File: src/rtl/br_enc_priority_encoder_iter.sv
// Iterative multi-grant priority encoder: holds a request vector as a residual set and
// emits up to NumResults one-hot grants per beat, lowest index first, until it is empty.

module br_enc_priority_encoder_iter #(
  parameter int NumRequesters = 8,
  parameter int NumResults    = 2,
  localparam int CountWidth   = $clog2(NumResults + 1),
  localparam int IdxWidth     = $clog2(NumRequesters)
) (
  input  logic                                      clk,
  input  logic                                      rst,
  input  logic                                      in_valid,
  output logic                                      in_ready,
  input  logic [NumRequesters-1:0]                  in,
  output logic                                      out_valid,
  input  logic                                      out_ready,
  output logic [NumResults-1:0][NumRequesters-1:0]  out,
  output logic [NumResults-1:0][IdxWidth-1:0]       out_idx,
  output logic [CountWidth-1:0]                     out_count,
  output logic                                      out_last
);

  localparam logic [NumRequesters-1:0] LsbOne = {{(NumRequesters-1){1'b0}}, 1'b1};

  logic [NumRequesters-1:0]                  residual_r;
  logic                                      accept_s;
  logic                                      advance_s;
  logic [NumRequesters-1:0]                  src_s;
  logic [NumRequesters-1:0]                  rem_s;
  logic [NumResults-1:0][NumRequesters-1:0]  grant_s;
  logic [NumResults-1:0][IdxWidth-1:0]       idx_s;
  logic [CountWidth-1:0]                     count_s;

  assign in_ready  = !out_valid || (out_ready && out_last);
  assign accept_s  = in_valid && in_ready;
  assign advance_s = out_valid && out_ready && !out_last;

  // Peel the lowest set bits off the selected source, one grant slot at a time.
  always_comb begin
    src_s   = accept_s ? in : residual_r;
    rem_s   = src_s;
    grant_s = '0;
    idx_s   = '0;
    count_s = '0;
    for (int k = 0; k < NumResults; k++) begin
      grant_s[k] = rem_s & (~rem_s + LsbOne);
      rem_s      = rem_s & ~grant_s[k];
      if (grant_s[k] != '0) begin
        count_s = count_s + CountWidth'(1);
      end else begin
        count_s = count_s;
      end
      for (int i = 0; i < NumRequesters; i++) begin
        if (grant_s[k][i]) begin
          idx_s[k] = IdxWidth'(i);
        end else begin
          idx_s[k] = idx_s[k];
        end
      end
    end
  end

  // Residual and registered output beat; a new vector may load as the last beat leaves.
  always_ff @(posedge clk) begin
    if (rst) begin
      residual_r <= '0;
      out_valid  <= 1'b0;
      out        <= '0;
      out_idx    <= '0;
      out_count  <= '0;
      out_last   <= 1'b0;
    end else if (accept_s || advance_s) begin
      residual_r <= rem_s;
      out_valid  <= 1'b1;
      out        <= grant_s;
      out_idx    <= idx_s;
      out_count  <= count_s;
      out_last   <= (rem_s == '0);
    end else if (out_valid && out_ready) begin
      residual_r <= '0;
      out_valid  <= 1'b0;
      out        <= '0;
      out_idx    <= '0;
      out_count  <= '0;
      out_last   <= 1'b0;
    end
  end

  br_enc_priority_encoder_iter_chk #(
    .NumRequesters(NumRequesters),
    .NumResults   (NumResults)
  ) u_chk (
    .clk      (clk),
    .rst      (rst),
    .in_valid (in_valid),
    .in_ready (in_ready),
    .in       (in),
    .out_valid(out_valid),
    .out_ready(out_ready),
    .out      (out),
    .out_count(out_count),
    .out_last (out_last)
  );

endmodule

// Protocol and beat-integrity checks for br_enc_priority_encoder_iter.
module br_enc_priority_encoder_iter_chk #(
  parameter int NumRequesters = 8,
  parameter int NumResults    = 2,
  localparam int CountWidth   = $clog2(NumResults + 1)
) (
  input logic                                      clk,
  input logic                                      rst,
  input logic                                      in_valid,
  input logic                                      in_ready,
  input logic [NumRequesters-1:0]                  in,
  input logic                                      out_valid,
  input logic                                      out_ready,
  input logic [NumResults-1:0][NumRequesters-1:0]  out,
  input logic [CountWidth-1:0]                     out_count,
  input logic                                      out_last
);

  localparam logic [NumRequesters-1:0] LsbOne = {{(NumRequesters-1){1'b0}}, 1'b1};

  logic [NumRequesters-1:0] union_s;
  logic                     onehot_ok_s;
  logic                     excl_ok_s;
  logic                     pop_ok_s;

  // Fold the grant slots into one-hot, exclusivity and population summaries.
  always_comb begin
    union_s     = '0;
    onehot_ok_s = 1'b1;
    excl_ok_s   = 1'b1;
    for (int k = 0; k < NumResults; k++) begin
      if ((out[k] & (out[k] - LsbOne)) != '0) begin
        onehot_ok_s = 1'b0;
      end else begin
        onehot_ok_s = onehot_ok_s;
      end
      if ((union_s & out[k]) != '0) begin
        excl_ok_s = 1'b0;
      end else begin
        excl_ok_s = excl_ok_s;
      end
      union_s = union_s | out[k];
    end
    pop_ok_s = ($countones(union_s) == int'(out_count));
  end

  a_onehot: assert property (@(posedge clk) disable iff (rst) out_valid |-> onehot_ok_s && excl_ok_s);
  a_pop:    assert property (@(posedge clk) disable iff (rst) out_valid |-> pop_ok_s);
  a_drop:   assert property (@(posedge clk) $fell(out_valid) |-> $past(rst) || $past(out_ready && out_last));
  a_stable: assert property (@(posedge clk) disable iff (rst) (in_valid && !in_ready) |=> $stable(in));
  a_known:  assert property (@(posedge clk) disable iff (rst) !$isunknown(in_valid));

endmodule

File: config.mk
export PLATFORM = sky130hd
export DESIGN_NAME = br_enc_priority_encoder_iter
export DESIGN_NICKNAME = d
export VERILOG_FILES = /design/src/rtl/br_enc_priority_encoder_iter.sv
export SDC_FILE = /design/constraint.sdc
export NUM_CORES = 1
export LEC_CHECK = 0
export CAP_MARGIN = 5
export CORE_ASPECT_RATIO = 1.25
export CORE_MARGIN = 2
export CORE_UTILIZATION = 51
export CTS_BUF_LIST = sky130_fd_sc_hd__clkbuf_16
export DETAILED_ROUTE_END_ITERATION = 8
export HOLD_SLACK_MARGIN = 0.06
export PLACE_DENSITY = 0.81
export SETUP_SLACK_MARGIN = 0.2
export SYNTH_ARGS = -nofsm -noshare
export SYNTH_HDL_FRONTEND = slang
export SYNTH_HIERARCHICAL = 1
export SYNTH_SLANG_ARGS = --single-unit
File: constraint.sdc
create_clock -name clk -period 2.7 [get_ports clk]
set_input_delay 0.27 -clock clk [delete_from_list [all_inputs] [get_ports clk]]
set_output_delay 0.27 -clock clk [all_outputs]
set_load 0.01 [all_outputs]
==> impl_metrics.xml, run 1 <==
<?xml version="1.0" encoding="UTF-8"?>
<metrics>
  <group name="run_status">
    <metric name="status" unit="">complete, but fails checks</metric>
    <metric name="violations" unit="">design-rule violations</metric>
  </group>
  <group name="timing">
    <metric name="hold_viol" unit="">0</metric>
    <metric name="report.final.slew_viol_count" unit="">0</metric>
    <metric name="peak_freq" unit="MHz">428</metric>
    <metric name="worst_slew_pin_slew" unit="ns">0.500</metric>
    <metric name="final_min_period_over_clock_period" unit="%">86.5</metric>
    <metric name="grt_setup_unrepaired" unit="">false</metric>
    <metric name="finalHoldWorstSlack" unit="ns">0.459</metric>
    <metric name="finalSetupTns" unit="ns">0</metric>
    <metric name="setup_viol" unit="">0</metric>
    <metric name="clock_skew" unit="ns">0.00947</metric>
    <metric name="slew_headroom" unit="%">66.2</metric>
    <metric name="fin_crit" unit="ns">2.34</metric>
  </group>
  <group name="worst_setup_path">
    <metric name="path_cells" unit="">clkdlybuf4s50_1, a21boi_2, nor2_1, mux2_2, maj3_1, a2bb2oi_2, nand2_1, ha_1, a22oi_1, nor2_1</metric>
    <metric name="slowest_delay" unit="ns">0.49</metric>
    <metric name="critical-path-top-cell-by-count" unit="">nor2_1</metric>
    <metric name="worst_path_dominant_cell_family" unit="">adder cells</metric>
    <metric name="worst-endpoint-arrival" unit="ns">2.50</metric>
    <metric name="timing.critical_path.slowest_stage_cell" unit="">clkdlybuf4s50_1</metric>
    <metric name="crit_path_end_kind" unit="">register</metric>
    <metric name="crit_path_start_kind" unit="">primary input</metric>
    <metric name="crit_path_buf_inv_count" unit="">1</metric>
    <metric name="worst_ep_required_time" unit="ns">2.86</metric>
    <metric name="cp_max_fo" unit="">6</metric>
    <metric name="critical_path_class" unit="">primary input to register</metric>
  </group>
  <group name="clocking">
    <metric name="clk-insertion-delay-late" unit="ns">0.28</metric>
    <metric name="cts-resized-gates" unit="">0</metric>
    <metric name="clock_tree.htree_level_count" unit="">2</metric>
    <metric name="clock_path_buffers" unit="">2</metric>
    <metric name="numCtsBuffers" unit="">5</metric>
    <metric name="postCtsSetupRepairBufs" unit="">0</metric>
    <metric name="hold_buf_cts" unit="">0</metric>
    <metric name="root_buffer" unit="">clkbuf_16</metric>
    <metric name="path_clk_slew" unit="ns">0.05</metric>
    <metric name="cts_tree" unit="">built</metric>
    <metric name="clkSinkCount" unit="">31</metric>
  </group>
  <group name="placed_design">
    <metric name="gp_congestion" unit="">0.958</metric>
    <metric name="port_buffers" unit="">37</metric>
    <metric name="postPlaceCellArea" unit="sq mm">0.00235</metric>
    <metric name="hpwlAfterDp" unit="mm">4.23</metric>
  </group>
  <group name="power_and_ir_drop">
    <metric name="p_leak" unit="nW">0.936</metric>
    <metric name="pwr_density_cell" unit="mW/mm^2">551</metric>
    <metric name="vdd_drop_max" unit="V">0.000487</metric>
  </group>
  <group name="logic_synthesis">
    <metric name="netlist-cell-type-count" unit="">56</metric>
    <metric name="yosys_warnings" unit="">6</metric>
    <metric name="syn-instance-count" unit="">247</metric>
    <metric name="synthesis.area_per_instance" unit="sq um">7.70</metric>
    <metric name="synth.top_cells.by_area" unit="">dfxtp_1, nor2_1, a22oi_1</metric>
    <metric name="synth-main-ff-cell" unit="">dfxtp_1</metric>
    <metric name="synthesis.area" unit="sq mm">0.00190</metric>
    <metric name="sequential_fraction_of_the_synthesis_area" unit="%">32.6</metric>
    <metric name="synth_largest_type_area_fraction" unit="%">32.6</metric>
    <metric name="synth.largest_area_cell" unit="">dfxtp_1</metric>
    <metric name="ys_async_sr_fraction" unit="%">0</metric>
    <metric name="synth_enable_flop_cells" unit="">0</metric>
    <metric name="synth_fp_nets" unit="">260</metric>
    <metric name="synth.ff_latch_count" unit="">31</metric>
  </group>
  <group name="finish">
    <metric name="fill_cells" unit="">289</metric>
    <metric name="fin_util" unit="%">70.3</metric>
    <metric name="stdcell_area" unit="sq mm">0.00249</metric>
    <metric name="layout-drive-gt1-share" unit="%">11.7</metric>
    <metric name="final_nets" unit="">302</metric>
    <metric name="antennaDiodeCount" unit="">0</metric>
    <metric name="syn_to_final_growth" unit="%">31.0</metric>
    <metric name="multiInputGateArea" unit="sq mm">0.00117</metric>
    <metric name="register_area" unit="sq um">621</metric>
  </group>
  <group name="global_routing">
    <metric name="grt_pass1_vias" unit="">1923</metric>
    <metric name="grt_first_pass_wirelength" unit="mm">9.23</metric>
    <metric name="grt_max_degree" unit="">20</metric>
    <metric name="antenna_violations_before_repair" unit="">0</metric>
    <metric name="globalRoute.totalOverflow" unit="">0</metric>
    <metric name="globalRouteTotalUtil" unit="%">29.0</metric>
  </group>
  <group name="route">
    <metric name="drcViolationCount" unit="">3</metric>
    <metric name="wl_per_instance" unit="microns">17.5</metric>
    <metric name="final_antenna_net_count" unit="">0</metric>
    <metric name="vias_per_cell" unit="">6.31</metric>
    <metric name="route.vias.total" unit="">2077</metric>
    <metric name="detail_route.iter0.violations" unit="">138</metric>
    <metric name="wl" unit="mm">5.76</metric>
    <metric name="drt_pre_antenna_iters" unit="">7</metric>
  </group>
  <group name="floorplan">
    <metric name="fp.dieH" unit="microns">72.3</metric>
    <metric name="floorplan.initialDensity" unit="%">53.7</metric>
    <metric name="die-area" unit="sq mm">0.00424</metric>
    <metric name="die-width" unit="microns">58.6</metric>
    <metric name="fp-row-count" unit="">24</metric>
    <metric name="coreArea" unit="sq mm">0.00354</metric>
    <metric name="ios" unit="">39</metric>
  </group>
  <group name="flow_run">
    <metric name="maxCapViolCount" unit="">0</metric>
  </group>
  <group name="worst_hold_path">
    <metric name="hold_class" unit="">register to register</metric>
  </group>
</metrics>
power breakdown:
group	leakage, nW	switching (W)	total [W]	internal [W]
Clock	0.0649	0.000201	0.000535	0.000334
Combinational	0.619	0.000186	0.000333	0.000148
Sequential	0.252	0.0000201	0.000504	0.000484
Total	0.936	0.000407	0.00137	0.000966
worst reg2reg max path, stage by stage, from the launching register on:
cell and delay [ns]:
dfxtp_1 0.35, a21boi_2 0.19, nor2_1 0.15, mux2_2 0.40
maj3_1 0.36, a2bb2oi_2 0.17, nand2_1 0.08, ha_1 0.27
a22oi_1 0.16, nor2_1 0.05
kinds of logic (layout without fill, tap and decap cells):
family | count (synthesis) | count (layout) | synth area share (%)
other cells | 1 | 1 | 0.197
buf+inv | 26 | 69 | 6.31
compound gates | 87 | 87 | 33.5
fa+ha+maj | 4 | 4 | 2.24
simple gates | 93 | 93 | 22.5
mux | 4 | 4 | 2.17
flops | 31 | 31 | 32.6
xor+xnor | 1 | 1 | 0.460
state kept, by name, summed over array words and instances, names as in the netlist:
register	count
out	15
out_idx	6
residual_r	6
out_count	2
out_last	1
out_valid	1
through the flow:
stage	setup slack, ns	cells	total power [W]
finish	0.364	329	0.00137
global route	0.261	329	0.00143
CTS	0.359	329	0.00138
detailed placement	0.0895	321	0.000840
global placement	0.109	321	0.000839
floorplan	0.468	247	0.000703
final cells by class:
type	count	share of cell area [%]
clock buffer	5	5.02
clock inverter	3	0.602
inverter	9	1.36
multi-input combinational	190	46.8
sequential	31	24.9
tap	39	1.96
timing repair buffer	52	19.4
Yosys cell counts, types with 2 or more instances:
| library cell | number |
|---|---|
| a211oi_1 | 3 |
| a21o_1 | 3 |
| a21oi_1 | 22 |
| a22o_1 | 2 |
| a22oi_1 | 15 |
| a31oi_1 | 3 |
| a32oi_1 | 3 |
| and2_1 | 3 |
| and3_1 | 3 |
| buf_2 | 3 |
| buf_6 | 2 |
| clkbuf_1 | 11 |
| dfxtp_1 | 31 |
| inv_1 | 8 |
| maj3_1 | 3 |
| mux2i_1 | 3 |
| nand2_1 | 27 |
| nand2b_1 | 4 |
| nand3_1 | 7 |
| nand4_1 | 2 |
| nor2_1 | 32 |
| nor2b_1 | 3 |
| nor3_1 | 5 |
| o211ai_1 | 3 |
| o21ai_0 | 10 |
| o22ai_1 | 2 |
| o31ai_1 | 3 |
| or3_1 | 2 |
| or4_1 | 2 |
layout by cell type, fill, tap and decap left out, types with 2 or more instances in the layout:
cell type	count
a21boi_2	2
a211oi_1	3
nor3_1	5
nand2_1	27
buf_4	15
o22ai_1	2
and3_1	3
dfxtp_1	31
maj3_1	3
inv_1	8
nand2b_1	4
o31ai_1	3
a22oi_1	15
a21o_1	3
nor2b_1	3
nand4_1	2
nor2_1	32
clkinv_1	2
clkdlybuf4s50_1	37
a32oi_1	3
a22o_1	2
nand3_1	7
or4_1	2
a31oi_1	3
or3_1	2
a21oi_1	22
o211ai_1	3
and2_1	3
mux2i_1	3
o21ai_0	10
clkbuf_16	5
routing by layer:
metal / vias up / routed length (microns) / GRT usage (%)
li1: 994 / - / -
met1: 946 / 2220 / 35.0
met2: 117 / 2720 / 46.2
met3: 20 / 543 / 6.95
met4: 0 / 270 / 17.7
met5: - / 0 / 0
path summary, 6_finish.rpt:
kind	endpoint	cells past startpoint	start	slack, ns
hold reg to reg	out[9]	2	out[9]	0.46
hold / removal	out[9]	2	out[9]	0.46
setup / recovery	out_count[0]	10	out_ready	0.36
setup reg to reg	out_count[0]	9	out_valid	0.39
Note: power is estimated with default switching activity, not from simulation.
==> run 2, diff against run 1 <==
--- a/config.mk
+++ b/config.mk
@@ -8,11 +8,12 @@
 export CAP_MARGIN = 5
 export CORE_ASPECT_RATIO = 1.25
 export CORE_MARGIN = 2
-export CORE_UTILIZATION = 51
+export CORE_UTILIZATION = 55
 export CTS_BUF_LIST = sky130_fd_sc_hd__clkbuf_16
+export CTS_CLUSTER_SIZE = 28
 export DETAILED_ROUTE_END_ITERATION = 8
 export HOLD_SLACK_MARGIN = 0.06
-export PLACE_DENSITY = 0.81
+export PLACE_DENSITY = 0.87
 export SETUP_SLACK_MARGIN = 0.2
 export SYNTH_ARGS = -nofsm -noshare
 export SYNTH_HDL_FRONTEND = slang
==> constraint.sdc (replaced) <==
create_clock -name clk -period 2.8 [get_ports clk]
set_input_delay 0.28 -clock clk [delete_from_list [all_inputs] [get_ports clk]]
set_output_delay 0.28 -clock clk [all_outputs]
set_load 0.01 [all_outputs]
==> run 2 against run 1 <==
The run now ends clean. Sequential power decreased by 4%. Sequential share of layout area up 0.29 points. Die area down 6.8%. Critical path depth unchanged. Sequential cell count is the same. Core utilization increased by 5.4 points. First-iteration DRC count increased by 7.2%. Final cell count shrank 1.5%.
==> impl_metrics.xml, run 2 (same netlist as run 1, synthesis figures left out) <==
<?xml version="1.0" encoding="UTF-8"?>
<metrics>
  <group name="run_status">
    <metric name="status" unit="">completed</metric>
  </group>
  <group name="global_routing">
    <metric name="antenna_violations_before_repair" unit="">0</metric>
    <metric name="grt_pass1_vias" unit="">2073</metric>
    <metric name="grt_first_pass_wirelength" unit="mm">9.83</metric>
    <metric name="globalRoute.totalOverflow" unit="">0</metric>
    <metric name="globalRouteTotalUtil" unit="%">31.3</metric>
    <metric name="grt_max_degree" unit="">23</metric>
  </group>
  <group name="route">
    <metric name="route.vias.total" unit="">2142</metric>
    <metric name="wl" unit="mm">5.88</metric>
    <metric name="detail_route.iter0.violations" unit="">148</metric>
    <metric name="drcViolationCount" unit="">0</metric>
    <metric name="drt_pre_antenna_iters" unit="">7</metric>
    <metric name="wl_per_instance" unit="microns">18.1</metric>
    <metric name="final_antenna_net_count" unit="">0</metric>
    <metric name="vias_per_cell" unit="">6.61</metric>
  </group>
  <group name="placed_design">
    <metric name="preCtsSetupSlack" unit="ns">0.159</metric>
    <metric name="port_buffers" unit="">37</metric>
    <metric name="dp_cells" unit="">316</metric>
    <metric name="hpwlAfterDp" unit="mm">4.15</metric>
    <metric name="postPlaceCellArea" unit="sq mm">0.00232</metric>
    <metric name="gp_congestion" unit="">0.984</metric>
  </group>
  <group name="timing">
    <metric name="slew_headroom" unit="%">65.3</metric>
    <metric name="hold_viol" unit="">0</metric>
    <metric name="peak_freq" unit="MHz">416</metric>
    <metric name="finalHoldWorstSlack" unit="ns">0.452</metric>
    <metric name="clock_skew" unit="ns">0.00480</metric>
    <metric name="fin_crit" unit="ns">2.40</metric>
    <metric name="final.setup.worst_slack" unit="ns">0.398</metric>
    <metric name="final_min_period_over_clock_period" unit="%">85.8</metric>
    <metric name="grt_setup_unrepaired" unit="">false</metric>
    <metric name="worst_slew_pin_slew" unit="ns">0.514</metric>
    <metric name="report.final.slew_viol_count" unit="">0</metric>
    <metric name="finalSetupTns" unit="ns">0</metric>
    <metric name="setup_viol" unit="">0</metric>
  </group>
  <group name="clocking">
    <metric name="clkSinkCount" unit="">31</metric>
    <metric name="postCtsSetupRepairBufs" unit="">0</metric>
    <metric name="cts_tree" unit="">built</metric>
    <metric name="numCtsBuffers" unit="">5</metric>
    <metric name="cts-resized-gates" unit="">0</metric>
    <metric name="root_buffer" unit="">clkbuf_16</metric>
    <metric name="path_clk_slew" unit="ns">0.05</metric>
    <metric name="clock_tree.htree_level_count" unit="">2</metric>
    <metric name="hold_buf_cts" unit="">0</metric>
    <metric name="clock_path_buffers" unit="">2</metric>
    <metric name="clk-insertion-delay-late" unit="ns">0.28</metric>
  </group>
  <group name="floorplan">
    <metric name="coreArea" unit="sq mm">0.00325</metric>
    <metric name="floorplan.initialDensity" unit="%">58.5</metric>
    <metric name="die-area" unit="sq mm">0.00395</metric>
    <metric name="fp.dieH" unit="microns">69.8</metric>
    <metric name="die-width" unit="microns">56.6</metric>
    <metric name="ios" unit="">39</metric>
    <metric name="fp-row-count" unit="">23</metric>
  </group>
  <group name="finish">
    <metric name="layout_commonest_cell" unit="">clkdlybuf4s50_1</metric>
    <metric name="largestRegisters" unit="">out x15, out_idx x6, residual_r x6</metric>
    <metric name="final_nets" unit="">299</metric>
    <metric name="stdcell_area" unit="sq mm">0.00246</metric>
    <metric name="regMostFlops" unit="">out</metric>
    <metric name="layout-drive-gt1-share" unit="%">10.5</metric>
    <metric name="largest_register_ff_count" unit="">15</metric>
    <metric name="final_cells" unit="">324</metric>
    <metric name="syn_to_final_growth" unit="%">29.5</metric>
    <metric name="commonest_non_fill_non_tap_cells_in_the_layout" unit="">clkdlybuf4s50_1, nor2_1, dfxtp_1, nand2_1, a21oi_1</metric>
    <metric name="antennaDiodeCount" unit="">0</metric>
  </group>
  <group name="worst_setup_path">
    <metric name="setup.worst_path.start" unit="">out_ready</metric>
    <metric name="path_cells" unit="">clkdlybuf4s50_1, a21boi_2, nor2_1, mux2_2, maj3_1, a2bb2oi_2, nand2_1, ha_1, a22oi_1, nor2_1</metric>
    <metric name="cp_max_fo" unit="">6</metric>
    <metric name="regToRegStartpoint" unit="">out_valid</metric>
    <metric name="setup.reg_to_reg.worst_slack" unit="ns">0.46</metric>
    <metric name="worst-endpoint-arrival" unit="ns">2.56</metric>
    <metric name="slowest_delay" unit="ns">0.50</metric>
    <metric name="worst_ep_required_time" unit="ns">2.96</metric>
    <metric name="crit_path_start_kind" unit="">primary input</metric>
    <metric name="crit_path_end_kind" unit="">register</metric>
    <metric name="critical_path_class" unit="">primary input to register</metric>
    <metric name="critical-path-top-cell-by-count" unit="">nor2_1</metric>
    <metric name="timing.critical_path.slowest_stage_cell" unit="">clkdlybuf4s50_1</metric>
  </group>
  <group name="power_and_ir_drop">
    <metric name="p_leak" unit="nW">0.921</metric>
    <metric name="vdd_drop_max" unit="V">0.000494</metric>
    <metric name="pwr_density_cell" unit="mW/mm^2">538</metric>
  </group>
  <group name="worst_hold_path">
    <metric name="min_from" unit="">out[11]</metric>
    <metric name="hold_class" unit="">register to register</metric>
  </group>
  <group name="flow_run">
    <metric name="maxCapViolCount" unit="">0</metric>
  </group>
</metrics>
## run 2: final timing paths
| path | to | cells past startpoint |
|---|---|---|
| setup / recovery | out_count[0] | 10 |
| hold / removal | out[11] | 2 |
| setup reg to reg | out_count[0] | 9 |
| hold reg to reg | out[11] | 2 |
## run 2: routing by layer
metal  track usage, %  part of all wire, %  vias up
li1                 -                    -      985
met1             38.9                   40      997
met2             50.8                   47      131
met3             6.90                  8.7       29
met4             14.3                  4.0        0
met5                0                    0        -
## run 2: area by class of cell
class	instances	area [sq um]
Clock buffer	5	125
Fill cell	252	788
Clock inverter	3	15.0
Sequential cell	31	621
Multi-Input combinational cell	190	1160
Inverter	9	33.8
Tap cell	37	46.3
Timing Repair Buffer	49	460
## run 2: critical path: cells and delay by family
kind | cells | cell delay [ns]
mux | 1 | 0.40
buf+inv | 1 | 0.50
compound gates | 3 | 0.44
fa+ha+maj | 2 | 0.63
simple gates | 3 | 0.29
## run 2: through the flow
step                power, W  util, %
finish               0.00133     75.8
global route         0.00137     75.8
CTS                  0.00132     75.8
detailed placement  0.000804     71.5
global placement    0.000801     71.5
floorplan           0.000678        -
## run 2: power breakdown
group          leakage, nW  switching (W)  total (W)  internal (W)
registers            0.252      0.0000195   0.000486      0.000467
clock network       0.0649       0.000199   0.000521      0.000323
logic                0.604       0.000180   0.000319      0.000139
==> run 3, diff against run 2 <==
--- a/config.mk
+++ b/config.mk
@@ -14,6 +14,7 @@
 export DETAILED_ROUTE_END_ITERATION = 8
 export HOLD_SLACK_MARGIN = 0.06
 export PLACE_DENSITY = 0.87
+export REMOVE_ABC_BUFFERS = 1
 export SETUP_SLACK_MARGIN = 0.2
 export SYNTH_ARGS = -nofsm -noshare
 export SYNTH_HDL_FRONTEND = slang
==> run 3 against run 2 <==
Worst hold slack worse by 0.0050 ns. Power increased by 6.5%. Core utilization is 1.1 points higher. Via count is 1.6% lower. Maximum frequency fell by 1.1%. Worst setup slack got worse by 0.027 ns. Sequential cell count stayed put. Critical path type unchanged. Highest routed layer unchanged.
==> impl_metrics.xml, run 3 (same netlist as run 1, synthesis figures left out) <==
<?xml version="1.0" encoding="UTF-8"?>
<metrics>
  <group name="run_status">
    <metric name="status" unit="">completed</metric>
  </group>
  <group name="global_routing">
    <metric name="globalRouteTotalUtil" unit="%">31.1</metric>
    <metric name="grt_max_degree" unit="">20</metric>
    <metric name="grt_pass1_vias" unit="">1953</metric>
    <metric name="antenna_violations_before_repair" unit="">0</metric>
    <metric name="globalRoute.totalOverflow" unit="">0</metric>
    <metric name="grt_first_pass_wirelength" unit="mm">9.64</metric>
  </group>
  <group name="clocking">
    <metric name="clk-insertion-delay-late" unit="ns">0.28</metric>
    <metric name="path_clk_slew" unit="ns">0.05</metric>
    <metric name="cts_tree" unit="">built</metric>
    <metric name="clock_tree.htree_level_count" unit="">2</metric>
    <metric name="postCtsSetupRepairBufs" unit="">0</metric>
    <metric name="numCtsBuffers" unit="">5</metric>
    <metric name="clock_path_buffers" unit="">2</metric>
    <metric name="root_buffer" unit="">clkbuf_16</metric>
    <metric name="hold_buf_cts" unit="">0</metric>
    <metric name="clkSinkCount" unit="">31</metric>
    <metric name="cts-resized-gates" unit="">0</metric>
  </group>
  <group name="finish">
    <metric name="commonest_non_fill_non_tap_cells_in_the_layout" unit="">clkdlybuf4s50_1, nor2_1, dfxtp_1, nand2_1, a21oi_1</metric>
    <metric name="layout-drive-gt1-share" unit="%">11.5</metric>
    <metric name="stdcell_area" unit="sq mm">0.00250</metric>
    <metric name="largestRegisters" unit="">out x15, out_idx x6, residual_r x6</metric>
    <metric name="syn_to_final_growth" unit="%">31.3</metric>
    <metric name="antennaDiodeCount" unit="">0</metric>
    <metric name="fin_util" unit="%">76.8</metric>
    <metric name="largest_register_ff_count" unit="">15</metric>
    <metric name="layout_commonest_cell" unit="">clkdlybuf4s50_1</metric>
    <metric name="regMostFlops" unit="">out</metric>
    <metric name="final_nets" unit="">300</metric>
    <metric name="final_cells" unit="">325</metric>
    <metric name="fill_cells" unit="">247</metric>
  </group>
  <group name="timing">
    <metric name="peak_freq" unit="MHz">412</metric>
    <metric name="final_min_period_over_clock_period" unit="%">86.8</metric>
    <metric name="grt_setup_unrepaired" unit="">false</metric>
    <metric name="fin_crit" unit="ns">2.43</metric>
    <metric name="setup_viol" unit="">0</metric>
    <metric name="hold_viol" unit="">0</metric>
    <metric name="report.final.slew_viol_count" unit="">0</metric>
    <metric name="finalHoldWorstSlack" unit="ns">0.447</metric>
    <metric name="clock_skew" unit="ns">0.00397</metric>
  </group>
  <group name="route">
    <metric name="vias_per_cell" unit="">6.49</metric>
    <metric name="route.vias.total" unit="">2108</metric>
    <metric name="detail_route.iter0.violations" unit="">163</metric>
    <metric name="wl" unit="mm">5.99</metric>
    <metric name="drt_pre_antenna_iters" unit="">5</metric>
    <metric name="wl_per_instance" unit="microns">18.4</metric>
    <metric name="drcViolationCount" unit="">0</metric>
    <metric name="final_antenna_net_count" unit="">0</metric>
  </group>
  <group name="worst_setup_path">
    <metric name="crit_path_end_kind" unit="">register</metric>
    <metric name="reg2reg_depth" unit="">9</metric>
    <metric name="path_cells" unit="">clkdlybuf4s50_1, a21boi_2, nor2_1, mux2_2, maj3_1, a2bb2oi_2, nand2_1, ha_1, a22oi_1, nor2_1</metric>
    <metric name="critical_path_class" unit="">primary input to register</metric>
    <metric name="slowest_delay" unit="ns">0.52</metric>
    <metric name="critical-path-top-cell-by-count" unit="">nor2_1</metric>
    <metric name="timing.critical_path.slowest_stage_cell" unit="">clkdlybuf4s50_1</metric>
    <metric name="path_depth" unit="">10</metric>
    <metric name="worst_ep_required_time" unit="ns">2.95</metric>
    <metric name="worst-endpoint-arrival" unit="ns">2.58</metric>
    <metric name="crit_path_buf_inv_count" unit="">1</metric>
    <metric name="cp_max_fo" unit="">6</metric>
    <metric name="crit_path_start_kind" unit="">primary input</metric>
    <metric name="worst_path_dominant_cell_family" unit="">adder cells</metric>
  </group>
  <group name="floorplan">
    <metric name="coreArea" unit="sq mm">0.00325</metric>
    <metric name="fp.dieH" unit="microns">69.8</metric>
    <metric name="die-area" unit="sq mm">0.00395</metric>
    <metric name="ios" unit="">39</metric>
    <metric name="fp-row-count" unit="">23</metric>
    <metric name="die-width" unit="microns">56.6</metric>
    <metric name="floorplan.initialDensity" unit="%">58.5</metric>
  </group>
  <group name="placed_design">
    <metric name="postPlaceCellArea" unit="sq mm">0.00233</metric>
    <metric name="hpwlAfterDp" unit="mm">4.35</metric>
    <metric name="port_buffers" unit="">37</metric>
    <metric name="dp_cells" unit="">317</metric>
    <metric name="gp_congestion" unit="">1.07</metric>
  </group>
  <group name="power_and_ir_drop">
    <metric name="pwr_density_cell" unit="mW/mm^2">565</metric>
    <metric name="p_leak" unit="nW">0.943</metric>
    <metric name="vdd_drop_max" unit="V">0.000545</metric>
    <metric name="power.total" unit="W">0.00141</metric>
  </group>
  <group name="worst_hold_path">
    <metric name="hold_path_depth" unit="">2</metric>
    <metric name="hold_class" unit="">register to register</metric>
  </group>
  <group name="flow_run">
    <metric name="maxCapViolCount" unit="">0</metric>
  </group>
</metrics>
run 3: changes by cell type in the layout (fill, tap and decap cells not counted):
| cell | change |
|---|---|
| a21boi_1 | -1 |
| a21boi_2 | +1 |
| buf_4 | +1 |
| bufinv_16 | +1 |
| clkinv_1 | -1 |
| clkinv_2 | +1 |
| clkinvlp_4 | -1 |
run 3: per-stage QoR:
step / setup TNS, ns / worst slack [ns]
final: 0 / 0.371
after detailed placement: 0 / 0.134
after global routing: 0 / 0.235
after global placement: 0 / 0.183
after floorplan: -0.144 / -0.120
after CTS: 0 / 0.383
run 3: final cells by class:
| cell class | count | area [sq um] | area share [%] |
|---|---|---|---|
| multi-input cells | 190 | 1170 | 46.7 |
| clock buffers | 5 | 125 | 5.01 |
| well taps | 37 | 46.3 | 1.85 |
| clock inverters | 3 | 38.8 | 1.55 |
| flip-flops and latches | 31 | 621 | 24.8 |
| repair buffers | 50 | 468 | 18.7 |
| inverters | 9 | 33.8 | 1.35 |
run 3: path summary, 6_finish.rpt:
kind	endpoint	slack, ns	from
hold / removal	out[11]	0.45	out[11]
setup reg to reg	out_count[0]	0.45	out_valid
hold reg to reg	out[11]	0.45	out[11]
setup / recovery	out_count[0]	0.37	out_ready
run 3: metal layers:
metal	vias to the layer above	wire length [microns]	track usage, %
li1	984	-	-
met1	990	2340	38.5
met2	119	2970	51.6
met3	15	503	5.97
met4	0	182	13.8
met5	-	0	0
run 3: tightest hold or removal path, delay by kind of cell (launching register included):
kind / cells / cell delay (ns)
flops: 1 / 0.30
compound gates: 1 / 0.05
simple gates: 1 / 0.05
run 3: power breakdown:
group          leakage [nW]  switching, W  internal, W  total (W)
registers             0.252     0.0000198     0.000467   0.000487
clock network        0.0812      0.000191     0.000414   0.000605
logic                 0.610      0.000181     0.000140   0.000321
total                 0.943      0.000392      0.00102    0.00141
